$ cat src/rtl/alu_seq_pkg.sv
// Shared types for the sequential 6502-style ALU: op codes, FSM states and the flag record.
package alu_seq_pkg;

    typedef enum logic [3:0] {
        OpOr  = 4'h0,
        OpAnd = 4'h1,
        OpXor = 4'h2,
        OpAdc = 4'h3,
        OpSbc = 4'h4,
        OpAsl = 4'h5,
        OpLsr = 4'h6,
        OpRol = 4'h7,
        OpRor = 4'h8,
        OpInc = 4'h9,
        OpDec = 4'hA,
        OpCmp = 4'hB
    } alu_op_t;

    typedef enum logic [1:0] {
        StIdle = 2'd0,
        StExec = 2'd1,
        StDadj = 2'd2,
        StDone = 2'd3
    } alu_state_t;

    typedef struct packed {
        logic n;
        logic v;
        logic z;
        logic c;
    } alu_flags_t;

    localparam int unsigned FlagN = 3;
    localparam int unsigned FlagV = 2;
    localparam int unsigned FlagZ = 1;
    localparam int unsigned FlagC = 0;

    function automatic logic is_add_sub(input alu_op_t op);
        return (op == OpAdc) || (op == OpSbc);
    endfunction

endpackage

$ cat src/rtl/ripple_adder_n.sv
// Plain ripple-carry adder; the single binary adder behind ADC, SBC, CMP, INC and DEC.
module ripple_adder_n #(
    parameter int unsigned WIDTH = 8
) (
    input  logic [WIDTH-1:0] A,
    input  logic [WIDTH-1:0] B,
    input  logic             c_in,
    output logic [WIDTH-1:0] Sum,
    output logic             c_out
);

    logic [WIDTH:0] carry;

    always_comb begin
        carry    = '0;
        Sum      = '0;
        carry[0] = c_in;
        for (int i = 0; i < int'(WIDTH); i++) begin
            Sum[i]       = A[i] ^ B[i] ^ carry[i];
            carry[i+1]   = (A[i] & B[i]) | (carry[i] & (A[i] ^ B[i]));
        end
        c_out = carry[WIDTH];
    end

endmodule

$ cat src/rtl/alu_seq_6502.sv
// Sequential 6502-style ALU: one op per handshake, binary in EXEC, optional BCD fix-up in DADJ.
// Decimal mode is compiled in only when ALU_SEQ_DECIMAL_EN is defined.
module alu_seq_6502
    import alu_seq_pkg::*;
#(
    parameter int unsigned WIDTH = 8
) (
    input  logic             clk,
    input  logic             reset_n,
    input  logic             in_valid,
    output logic             in_ready,
    input  alu_op_t          op,
    input  logic [WIDTH-1:0] operand_a,
    input  logic [WIDTH-1:0] operand_b,
    input  logic             carry_in,
    input  logic             decimal,
    output logic             out_valid,
    input  logic             out_ready,
    output logic [WIDTH-1:0] result,
    output logic [3:0]       flags
);

    localparam int unsigned NumNib = WIDTH / 4;
    localparam int unsigned NibW   = (NumNib > 1) ? $clog2(NumNib) : 1;

    alu_state_t       state_q;
    alu_op_t          op_q;
    logic [WIDTH-1:0] a_q, b_q, result_q;
    logic             cin_q;
    alu_flags_t       flags_q;
    logic             in_ready_q, out_valid_q;

    logic [WIDTH-1:0] add_b, add_sum, exec_res;
    logic             add_cin, add_cout;
    alu_flags_t       exec_flags;
    logic             go_dadj;

    ripple_adder_n #(
        .WIDTH (WIDTH)
    ) u_adder (
        .A     (a_q),
        .B     (add_b),
        .c_in  (add_cin),
        .Sum   (add_sum),
        .c_out (add_cout)
    );

    always_comb begin
        add_b   = '0;
        add_cin = 1'b0;
        case (op_q)
            OpAdc: begin add_b = b_q;  add_cin = cin_q; end
            OpSbc: begin add_b = ~b_q; add_cin = cin_q; end
            OpCmp: begin add_b = ~b_q; add_cin = 1'b1;  end
            OpInc: begin add_b = '0;   add_cin = 1'b1;  end
            OpDec: begin add_b = '1;   add_cin = 1'b0;  end
            default: ;
        endcase
    end

    // Undefined op codes fall through with a zero result, so Z comes out 1 and the rest 0.
    always_comb begin
        exec_res   = '0;
        exec_flags = '0;
        case (op_q)
            OpOr:  exec_res = a_q | b_q;
            OpAnd: exec_res = a_q & b_q;
            OpXor: exec_res = a_q ^ b_q;
            OpAdc, OpSbc: begin
                exec_res     = add_sum;
                exec_flags.c = add_cout;
                exec_flags.v = (a_q[WIDTH-1] == add_b[WIDTH-1]) &&
                               (add_sum[WIDTH-1] != a_q[WIDTH-1]);
            end
            OpCmp: begin
                exec_res     = add_sum;
                exec_flags.c = add_cout;
            end
            OpInc, OpDec: begin
                exec_res     = add_sum;
                exec_flags.c = cin_q;
            end
            OpAsl: begin
                exec_res     = {a_q[WIDTH-2:0], 1'b0};
                exec_flags.c = a_q[WIDTH-1];
            end
            OpLsr: begin
                exec_res     = {1'b0, a_q[WIDTH-1:1]};
                exec_flags.c = a_q[0];
            end
            OpRol: begin
                exec_res     = {a_q[WIDTH-2:0], cin_q};
                exec_flags.c = a_q[WIDTH-1];
            end
            OpRor: begin
                exec_res     = {cin_q, a_q[WIDTH-1:1]};
                exec_flags.c = a_q[0];
            end
            default: ;
        endcase
        exec_flags.n = exec_res[WIDTH-1];
        exec_flags.z = (exec_res == '0);
    end

`ifdef ALU_SEQ_DECIMAL_EN
    logic             dec_q;
    logic [NibW-1:0]  nib_q;
    logic             dc_q;     // digit carry for ADC, digit borrow for SBC
    logic [NibW+1:0]  nib_sh;
    logic [3:0]       nib_a, nib_b, dnib;
    logic [5:0]       dsum;
    logic             dcarry, nib_last;
    logic [WIDTH-1:0] dres;

    assign go_dadj = dec_q && is_add_sub(op_q);

    always_comb begin
        nib_sh   = {nib_q, 2'b00};
        nib_a    = 4'(a_q >> nib_sh);
        nib_b    = 4'(b_q >> nib_sh);
        nib_last = (nib_q == NibW'(NumNib - 1));
        dcarry   = 1'b0;
        if (op_q == OpSbc) begin
            // Six-bit two's complement: bit 5 set means the digit went negative.
            dsum = {2'b00, nib_a} - {2'b00, nib_b} - {5'b0, dc_q};
            if (dsum[5]) begin
                dsum   = dsum - 6'd6;
                dcarry = 1'b1;
            end
        end else begin
            dsum = {2'b00, nib_a} + {2'b00, nib_b} + {5'b0, dc_q};
            if (dsum > 6'd9) begin
                dsum   = dsum + 6'd6;
                dcarry = 1'b1;
            end
        end
        dnib = dsum[3:0];
        dres = (result_q & ~(WIDTH'(4'hF) << nib_sh)) | (WIDTH'(dnib) << nib_sh);
    end
`else
    logic unused_decimal;
    assign unused_decimal = decimal;
    assign go_dadj        = 1'b0;
`endif

    always_ff @(posedge clk) begin
        if (!reset_n) begin
            state_q     <= StIdle;
            op_q        <= OpOr;
            a_q         <= '0;
            b_q         <= '0;
            cin_q       <= 1'b0;
            result_q    <= '0;
            flags_q     <= '0;
            in_ready_q  <= 1'b1;
            out_valid_q <= 1'b0;
`ifdef ALU_SEQ_DECIMAL_EN
            dec_q       <= 1'b0;
            nib_q       <= '0;
            dc_q        <= 1'b0;
`endif
        end else begin
            unique case (state_q)
                StIdle: begin
                    if (in_valid) begin
                        op_q       <= op;
                        a_q        <= operand_a;
                        b_q        <= operand_b;
                        cin_q      <= carry_in;
`ifdef ALU_SEQ_DECIMAL_EN
                        dec_q      <= decimal;
`endif
                        in_ready_q <= 1'b0;
                        state_q    <= StExec;
                    end
                end
                StExec: begin
                    result_q <= exec_res;
                    flags_q  <= exec_flags;
                    if (go_dadj) begin
                        state_q <= StDadj;
`ifdef ALU_SEQ_DECIMAL_EN
                        nib_q   <= '0;
                        dc_q    <= (op_q == OpSbc) ? ~cin_q : cin_q;
`endif
                    end else begin
                        state_q     <= StDone;
                        out_valid_q <= 1'b1;
                    end
                end
                StDadj: begin
`ifdef ALU_SEQ_DECIMAL_EN
                    result_q <= dres;
                    nib_q    <= nib_q + NibW'(1);
                    dc_q     <= dcarry;
                    if (nib_last) begin
                        flags_q.n   <= dres[WIDTH-1];
                        flags_q.z   <= (dres == '0);
                        flags_q.c   <= (op_q == OpSbc) ? ~dcarry : dcarry;
                        state_q     <= StDone;
                        out_valid_q <= 1'b1;
                    end
`else
                    state_q <= StIdle;
`endif
                end
                StDone: begin
                    if (out_ready) begin
                        out_valid_q <= 1'b0;
                        in_ready_q  <= 1'b1;
                        state_q     <= StIdle;
                    end
                end
                default: state_q <= StIdle;
            endcase
        end
    end

    always_comb begin
        flags        = '0;
        flags[FlagN] = flags_q.n;
        flags[FlagV] = flags_q.v;
        flags[FlagZ] = flags_q.z;
        flags[FlagC] = flags_q.c;
    end

    assign in_ready  = in_ready_q;
    assign out_valid = out_valid_q;
    assign result    = result_q;

endmodule

$ cat config.mk
export PLATFORM = sky130hd
export DESIGN_NAME = alu_seq_6502
export DESIGN_NICKNAME = d
export VERILOG_FILES = /design/src/rtl/alu_seq_pkg.sv /design/src/rtl/ripple_adder_n.sv /design/src/rtl/alu_seq_6502.sv
export SDC_FILE = /design/constraint.sdc
export NUM_CORES = 1
export LEC_CHECK = 0
export ABC_AREA = 1
export CORE_UTILIZATION = 45
export CTS_CLUSTER_DIAMETER = 200
export DETAILED_ROUTE_END_ITERATION = 12
export GPL_TIMING_DRIVEN = 0
export PLACE_DENSITY = 0.7
export SLEW_MARGIN = 30
export SYNTH_ARGS = -nofsm -noshare
export SYNTH_HDL_FRONTEND = slang
export SYNTH_SLANG_ARGS = --single-unit
$ cat constraint.sdc
create_clock -name clk -period 8.6 [get_ports clk]
set_input_delay 2.15 -clock clk [delete_from_list [all_inputs] [get_ports clk]]
set_output_delay 2.15 -clock clk [all_outputs]
set_load 0.005 [all_outputs]
# After elaboration in Yosys (flattened, before gate mapping)
# Cells that the tools add are included.
[word_totals]
in_bits = 26
register_bits = 37
out_inout_bits = 14
wordCells = 105
[classes]
reduce_logical = 18
n_eq_ne = 18
n_mux = 13
n_bitwise = 44
[op_table]
columns = ["operator", "count"]
rows = [
  ["8-bit one-hot mux with 8 select lines", 1],
  ["8-bit one-hot mux with 3 select lines", 1],
  ["1-bit AND", 16],
  ["4-bit by 3-bit equality test with 1-bit output (second input constant)", 4],
  ["4-bit equality test (second input constant)", 4],
  ["1-bit XOR", 16],
  ["2-bit OR reduction", 6],
  ["8-bit AND", 1],
  ["4-bit by 2-bit equality test with 1-bit output (second input constant)", 2],
  ["8-bit logical NOT", 1],
  ["8-bit NOT", 1],
  ["1-bit OR", 8],
  ["8-bit OR", 1],
  ["2-bit one-hot mux with 4 select lines", 1],
  ["8-bit XOR", 1],
  ["1-bit one-hot mux with 2 select lines", 3],
  ["2-bit AND reduction", 3],
  ["5-bit OR reduction", 1],
  ["2-bit equality test (second input constant)", 2],
  ["4-bit by 1-bit equality test with 1-bit output (second input constant)", 1],
  ["4-bit logical NOT", 1],
  ["1-bit two-way mux", 4],
  ["2-bit two-way mux", 2],
  ["2-bit != test (second input constant)", 2],
  ["9 further kinds", 10],
]

# Logic depth before layout (Yosys ltp)
# Gate-level depths: netlist of run 1.
[logic_depth]
word_depth = 22
depth_mapped = 22
depth_no_buf = 22

# Modules after synthesis
# A second synthesis of run 1 with hierarchy kept.
[unflattened]
hier_cells = 334
hier_area_um2 = 2374.8
[modules_own_cells]
columns = ["module", "cells_each", "instances", "seq_area_each_um2", "area_per_inst_um2"]
rows = [
  ["alu_seq_6502", 316, 1, 720.7, 2177.1],
  ["ripple_adder_n", 18, 1, 0.0, 197.7],
]

# Worst setup path after synthesis of run 1
# Ideal clock, no wire load.
[synth_path]
path_type = "register -> register"
from = "register op_q[3]"
to = "register flags_q (netlist bit flags[1])"
stages_incl_launch_ff = 23
arrival_ps = 4542
path_slack_ps = 3994
setup_ps = 64
n_path_buf = 0
synth_period_minus_slack_ps = 4606
required_time_ps = 8536
path_cell_list = "dfxtp_1 > inv_1 > nor2_1 > inv_1 > nor2_1 > inv_1 > o21ai_0 > a21oi_1 > fa_1 > fa_1 > fa_1 > fa_1 > fa_1 > inv_1 > fa_1 > fa_1 > fa_1 > nand2_1 > nor3b_2 > nand3_1 > nor2_1 > nor2_1 > nor2_1"
[synth_between]
elab_chain_len = 21
elab_cells_between_ends = 57
cone_classes = "eq/ne: 11; mux: 3; bitwise: 37; reduce/logical: 6"
[synth_lines]
columns = ["item", "line_no", "rtl"]
rows = [
  ["start: declaration", "alu_seq_6502.sv:27", "alu_op_t op_q;"],
  ["start signal: assignment", "alu_seq_6502.sv:149", "op_q <= OpOr;"],
  ["start signal: assignment", "alu_seq_6502.sv:166", "op_q <= op;"],
  ["4-bit by 3-bit equality test with 1-bit output / 4-bit equality test (equally long branches)", "alu_seq_6502.sv:51, alu_seq_6502.sv:65", ""],
  ["2-bit OR reduction (no source line)", "--", ""],
  ["8-bit one-hot mux with 3 select lines", "alu_seq_6502.sv:51", "case (op_q)"],
  ["1-bit XOR", "ripple_adder_n.sv:19, ripple_adder_n.sv:20", ""],
  ["1-bit AND", "ripple_adder_n.sv:20", "carry[i+1] = (A[i] & B[i]) | (carry[i] & (A[i] ^ B[i]));"],
  ["1-bit OR", "ripple_adder_n.sv:20", ""],
  ["1-bit AND", "ripple_adder_n.sv:20", ""],
  ["1-bit OR", "ripple_adder_n.sv:20", ""],
  ["[5 not listed]", "--", ""],
  ["1-bit OR", "ripple_adder_n.sv:20", ""],
  ["1-bit AND", "ripple_adder_n.sv:20", ""],
  ["1-bit OR", "ripple_adder_n.sv:20", ""],
  ["1-bit AND", "ripple_adder_n.sv:20", ""],
  ["1-bit OR", "ripple_adder_n.sv:20", ""],
  ["1-bit XOR", "ripple_adder_n.sv:19", "Sum[i] = A[i] ^ B[i] ^ carry[i];"],
  ["8-bit one-hot mux with 8 select lines *", "alu_seq_6502.sv:65", "case (op_q)"],
  ["8-bit logical NOT *", "alu_seq_6502.sv:102", "exec_flags.z = (exec_res == '0);"],
  ["end signal: assignment", "alu_seq_6502.sv:179", "flags_q <= exec_flags;"],
  ["end: declaration", "alu_seq_6502.sv:30", "alu_flags_t flags_q;"],
]
# Mark *: on every way between the ends. The rest lies on a longest branch, timed or not.
# A chain may end at the register's enable or synchronous reset.

# Final worst setup path of run 1
# Same ends and word-level chain as after synthesis.

==> results.json, run 1 <==
{
  "status": "finished clean",
  "syn-cell-area_sq_um": 2310,
  "drtAntennaViolNets": 0,
  "row_count": 25,
  "ctsHtreeMaxLevel": 2,
  "worstPathRequired_ps": 8840,
  "cp-startpoint": "op_q[3]",
  "path_clk_slew_ps": 80,
  "crit_fanout": 5,
  "die_h_microns": 73.7,
  "cts_setup_buffers": 0,
  "post_cts_resized": 0,
  "port_buffers": 38,
  "area_growth_pct": 24.7,
  "yosys_warnings": 0,
  "viasPerCell": 5.12,
  "cpMostUsedCell": "fa_1",
  "antenna_found_initial": 0,
  "finalCritPeriodShare": 0.620,
  "critical_path_class": "reg -> reg",
  "cp_slowest_stage_delay_ps": 460,
  "coreArea_sq_um": 4850,
  "place_congestion": 0.905,
  "maxCapViolCount": 0,
  "cts-buffers-inserted": 5,
  "hold_class": "reg -> reg",
  "drive_gt1_frac": 0.0449,
  "cts_tree": "yes",
  "grt_usage": 0.252,
  "grt_pass1_vias": 2148,
  "r2r-start": "op_q[3]",
  "syn_nets": 384,
  "cp.depth": 22,
  "cts.sinks": 36,
  "routed_wl_microns": 6180,
  "cts_root_buffer": "clkbuf_8",
  "postLayoutCellArea_sq_um": 2890,
  "min-delay-start": "flags[0]",
  "ctsHoldBuffers": 0,
  "relSlewSlack": 0.616,
  "vias": 2285,
  "syn_avg_cell_area_sq_um": 6.95,
  "grt_pass1_wl_microns": 10200,
  "synth_cell_types": 23,
  "setup_viol": 0,
  "placed_area_sq_um": 2780,
  "drtIter0Drc": 134,
  "post-route-min-period_ps": 5340,
  "crit_chain": "inv_1 > nor2_1 > inv_1 > nor2_1 > inv_1 > o21ai_0 > a21oi_1 > fa_1 > fa_1 > fa_1 > fa_1 > fa_1 > inv_1 > fa_1 > fa_1 > fa_1 > nand2_1 > nor3b_2 > nand3_1 > nor2_1 > nor2_1 > nor2_1",
  "synth_cells": 333,
  "rsz0062_at_grt": "no",
  "nFillCells": 471,
  "insertion_delay_ps": 290,
  "worst_pin_slew_ps": 577,
  "overflow": 0,
  "final_util": 0.595,
  "r2r-end": "flags[1]",
  "critPathTopFamily": "adder cells",
  "layout_setup_ws_ps": 3260,
  "ys_seq_area_frac": 0.312,
  "start_util": 0.477,
  "pin_count": 40,
  "cp-end-kind": "flop",
  "clk_path_buf_depth": 2,
  "cp-start-kind": "flop",
  "ys_ff_latch": 36,
  "drt_pass1_iterations": 4,
  "antenna_cells": 0,
  "grt_max_degree": 12,
  "arrival_ps": 5570,
  "r2r_slack_ps": 3260,
  "tns_ps": 0,
  "avgRoutedWirePerCell_microns": 13.9,
  "max_clock_freq_ghz": 0.187,
  "peakVddDrop_v": 0.0000892,
  "place_worst_setup_slack_ps": 3340,
  "powerDensity_nw_per_um2": 173,
  "r2r_cells": 22,
  "drc": 0,
  "hold_viol": 0,
  "critical_path_buf_inv_count": 4,
  "cp-endpoint": "flags[1]",
  "p_leak_nw": 1.30,
  "dieArea_sq_um": 5430,
  "drv_slew": 0,
  "fin_worst_skew_ps": 5.76,
  "die_x_microns": 73.7,
  "nets": 429,
  "dpl.hpwl_microns": 4770,
  "critPathSlowestCell": "fa_1"
}
-- cell families (layout without fill, tap and decap cells) --
logic type / after synthesis / in the layout / share of synthesized area
simple gates: 144 / 144 / 0.262
fa+ha+maj: 25 / 25 / 0.161
flops: 36 / 36 / 0.312
buf+inv: 51 / 97 / 0.0903
compound gates: 77 / 77 / 0.175
-- final cells by class --
class,instances,area [sq um],area share
Clock buffer,6,72.6,0.0252
Sequential cell,36,721,0.250
Inverter,38,143,0.0494
Tap cell,67,83.8,0.0291
Clock inverter,2,35.0,0.0121
Timing Repair Buffer,38,380,0.132
Multi-Input combinational cell,246,1380,0.480
Buffer,13,66.3,0.0230
-- flip-flops by register name, indices dropped and copies added, names as in the netlist --
signal,cells
cin_q,1
state_q,2
in_ready,1
flags,3
result,8
op_q,4
a_q,8
out_valid,1
b_q,8
-- cells in the final DEF (no fill, tap or decap), types with 2 or more instances in the layout --
cell and instances:
a21oi_1 32, buf_2 2, buf_4 2, clkbuf_1 8
clkbuf_8 5, clkdlybuf4s50_1 38, dfxtp_1 36, fa_1 8
ha_1 17, inv_1 37, nand2_1 69, nand3_1 23
nand3b_1 6, nor2_1 44, o21ai_0 39, o21ai_2 2
-- synth_stat cells --
master     count  area, sq um
buf_6          1         11.3
buf_1          1         3.75
clkbuf_1       7         26.3
dfxtp_1       36          721
o21ai_0       39          195
nand3b_1       6         45.0
inv_1         37          139
o211ai_1       1         7.51
nor3b_2        1         12.5
nand3_1       23          115
buf_2          2         10.0
o2111ai_1      1         8.76
nand2_1       69          259
nor2_1        44          165
a21oi_1       32          160
buf_4          2         15.0
fa_1           8          160
a22oi_1        1         7.51
o21ai_2        2         17.5
ha_1          17          213
inv_2          1         3.75
o21bai_1       1         7.51
nand3_2        1         10.0
-- worst min-delay path by stage --
stage                      end  depth (start not counted)
floorplan           state_q[1]                          1
global placement     out_valid                          2
detailed placement    flags[0]                          2
CTS                  out_valid                          2
global route          flags[0]                          2
finish                flags[0]                          2
-- metrics by stage --
stage / cells / hold WS, ps / power (mW)
finish: 446 / 473 / 0.499
global route: 446 / 497 / 0.533
CTS: 446 / 474 / 0.501
detailed placement: 438 / 461 / 0.353
global placement: 438 / 451 / 0.348
floorplan: 333 / 436 / 0.294
-- worst reg2reg max path, delay by kind of cell, from the launching register on --
kind,cells,cell delay [ps]
and+or+nand+nor,8,1130
buffers and inverters,4,470
adders and majority gates,8,3130
DFF,1,360
AOI/OAI and AO/OA,2,190
-- layer usage --
layer	wire (microns)	up-vias	track usage
met5	0	-	0
met4	98	0	0.0705
met3	381	11	0.0453
met2	2940	82	0.436
li1	-	1169	-
met1	2760	1023	0.320
-- report_power, final --
part / leakage, nW / total [mW] / internal [mW] / switching (mW)
logic: 0.943 / 0.152 / 0.0636 / 0.0882
clock network: 0.0552 / 0.149 / 0.0861 / 0.0632
registers: 0.297 / 0.198 / 0.184 / 0.0140
Note: power is estimated with default switching activity, not from simulation.
==> run 2, diff against run 1 <==
--- a/config.mk
+++ b/config.mk
@@ -10,7 +10,7 @@
 export CTS_CLUSTER_DIAMETER = 200
 export DETAILED_ROUTE_END_ITERATION = 12
 export GPL_TIMING_DRIVEN = 0
-export PLACE_DENSITY = 0.7
+export PLACE_DENSITY = 0.72
 export SLEW_MARGIN = 30
 export SYNTH_ARGS = -nofsm -noshare
 export SYNTH_HDL_FRONTEND = slang
==> constraint.sdc (replaced) <==
create_clock -name clk -period 4.8 [get_ports clk]
set_input_delay 1.2 -clock clk [delete_from_list [all_inputs] [get_ports clk]]
set_output_delay 1.2 -clock clk [all_outputs]
set_load 0.005 [all_outputs]
==> run 2 against run 1 <==
  * Register-to-register slack lost 3100 ps
  * Highest routed layer unchanged
  * Via count up 7.2%
  * Maximum frequency grew 15%
  * Count of clock-buffer cells in the layout decreased by 1
  * Critical path type unchanged
  * Largest cell class unchanged
==> results.json, run 2 (synthesis gave the netlist of run 1 again) <==
{
  "drv_slew": 0,
  "p_int_mw": 0.572,
  "peakVddDrop_v": 0.000158,
  "vias": 2450,
  "relSlewSlack": 0.614,
  "mostFrequentLayoutCells": "65 x nand2_1, 39 x nor2_1, 38 x o21ai_0, 38 x clkdlybuf4s50_1, 32 x dfxtp_1",
  "post-route-min-period_ps": 4650,
  "cp_slowest_stage_delay_ps": 430,
  "switchingPower_mw": 0.322,
  "setup_viol": 0,
  "r2r_slack_ps": 150,
  "grt_max_degree": 13,
  "r2r_cells": 22,
  "p_comb_frac": 0.349,
  "clk_path_buf_depth": 2,
  "drtIter0Drc": 215,
  "area_growth_pct": 36.8,
  "placed_area_sq_um": 2780,
  "grt_pass1_wl_microns": 10200,
  "nets": 451,
  "coreArea_sq_um": 4850,
  "worst_pin_slew_ps": 578,
  "row_count": 25,
  "cp-endpoint": "flags[1]",
  "p_leak_nw": 1.42,
  "drt_pass1_iterations": 5,
  "dieArea_sq_um": 5430,
  "worstPathRequired_ps": 5040,
  "critical_path_buf_inv_count": 4,
  "place_congestion": 0.937,
  "critical_path_class": "reg -> reg",
  "antenna_found_initial": 0,
  "die_h_microns": 73.7,
  "status": "finished clean",
  "cp-startpoint": "op_q[0]",
  "fin_cells": 468,
  "postLayoutCellArea_sq_um": 3160,
  "dpl.hpwl_microns": 4400,
  "start_util": 0.477,
  "cp-start-kind": "flop",
  "die_x_microns": 73.7,
  "drtAntennaViolNets": 0,
  "powerDensity_nw_per_um2": 282,
  "critPathTopFamily": "adder cells",
  "place_inst": 438,
  "max_clock_freq_ghz": 0.215,
  "r2r-end": "flags[1]",
  "crit_chain": "buf_6 > nand2_4 > inv_2 > nand2_2 > buf_6 > o21ai_4 > a21oi_2 > fa_2 > fa_2 > fa_2 > fa_2 > fa_2 > inv_2 > fa_2 > fa_2 > fa_1 > nand2_1 > nor3b_4 > nand3_1 > nor2_1 > nor2_1 > nor2_1",
  "crit_fanout": 5,
  "cp.depth": 22,
  "drc": 0,
  "port_buffers": 38,
  "antenna_cells": 0,
  "cts-buffers-inserted": 5,
  "rsz0062_at_grt": "yes",
  "hold_class": "reg -> reg",
  "overflow": 0,
  "maxCapViolCount": 0,
  "grt_usage": 0.253,
  "arrival_ps": 4890,
  "switching_share": 0.360,
  "ctsHtreeMaxLevel": 2,
  "cp-end-kind": "flop",
  "final_common_cell": "nand2_1",
  "cts_root_buffer": "clkbuf_8",
  "cts_tree": "yes",
  "routed_wl_microns": 6580,
  "grt_pass1_vias": 2209,
  "clkPwrFrac": 0.249,
  "cts.sinks": 36,
  "r2r-start": "op_q[0]",
  "critPathSlowestCell": "fa_1",
  "drive_gt1_frac": 0.170,
  "pin_count": 40,
  "finalCritPeriodShare": 0.969,
  "fin_worst_skew_ps": 5.67,
  "insertion_delay_ps": 300,
  "viasPerCell": 5.24,
  "avgRoutedWirePerCell_microns": 14.1,
  "cpMostUsedCell": "fa_2",
  "hold_viol": 0,
  "seqPwrFrac": 0.401,
  "path_clk_slew_ps": 80,
  "min-delay-start": "state_q[1]"
}
==> run 2: final cells by class <==
cell class	count	area, sq um
clock buffer	5	68.8
tap	67	83.8
clock inverter	3	18.8
fill	429	1680
inverter	38	150
sequential	36	733
timing repair buffer	60	549
multi-input combinational	246	1490
buffer	13	72.6
==> run 2: layer usage <==
| layer | part of all wire | vias up | global-route usage |
|---|---|---|---|
| li1 | - | 1214 | - |
| met1 | 0.45 | 1130 | 0.332 |
| met2 | 0.47 | 91 | 0.393 |
| met3 | 0.066 | 15 | 0.0700 |
| met4 | 0.018 | 0 | 0.0962 |
| met5 | 0 | - | 0 |
==> run 2: how the worst min path moves through the flow <==
stage	to	cells after the start
2_1_floorplan	state_q[1]	1
3_3_place_gp	state_q[1]	1
3_5_place_dp	out_valid	2
4_1_cts	out_valid	2
5_1_grt	state_q[1]	1
6_report	state_q[1]	1
==> run 2: power by group through the flow <==
stage | registers [mW] | logic, mW | clock network (mW)
after floorplan | 0.357 | 0.169 | 0
after CTS | 0.357 | 0.279 | 0.227
after global placement | 0.361 | 0.261 | 0
final | 0.359 | 0.312 | 0.223
after detailed placement | 0.362 | 0.266 | 0
after global routing | 0.363 | 0.351 | 0.241
==> run 2: repair_timing <==
| action | in CTS | in global routing |
|---|---|---|
| buffers inserted | 2 | 20 |
| hold buffers | 0 | 0 |
| endpoints found under the setup margin | 5 | 2 |
| pin swaps | 2 | 19 |
| resized for setup | 21 | 27 |
==> run 2: metrics by stage <==
step	worst slack [ps]	hold WS, ps	TNS (ps)	total power, mW	util
global route	-87.4	484	-132	0.955	0.653
detailed placement	-495	451	-1140	0.628	0.573
finish	151	459	0	0.894	0.653
floorplan	194	436	0	0.526	-
CTS	14.7	463	0	0.863	0.607
global placement	-413	450	-902	0.621	0.573
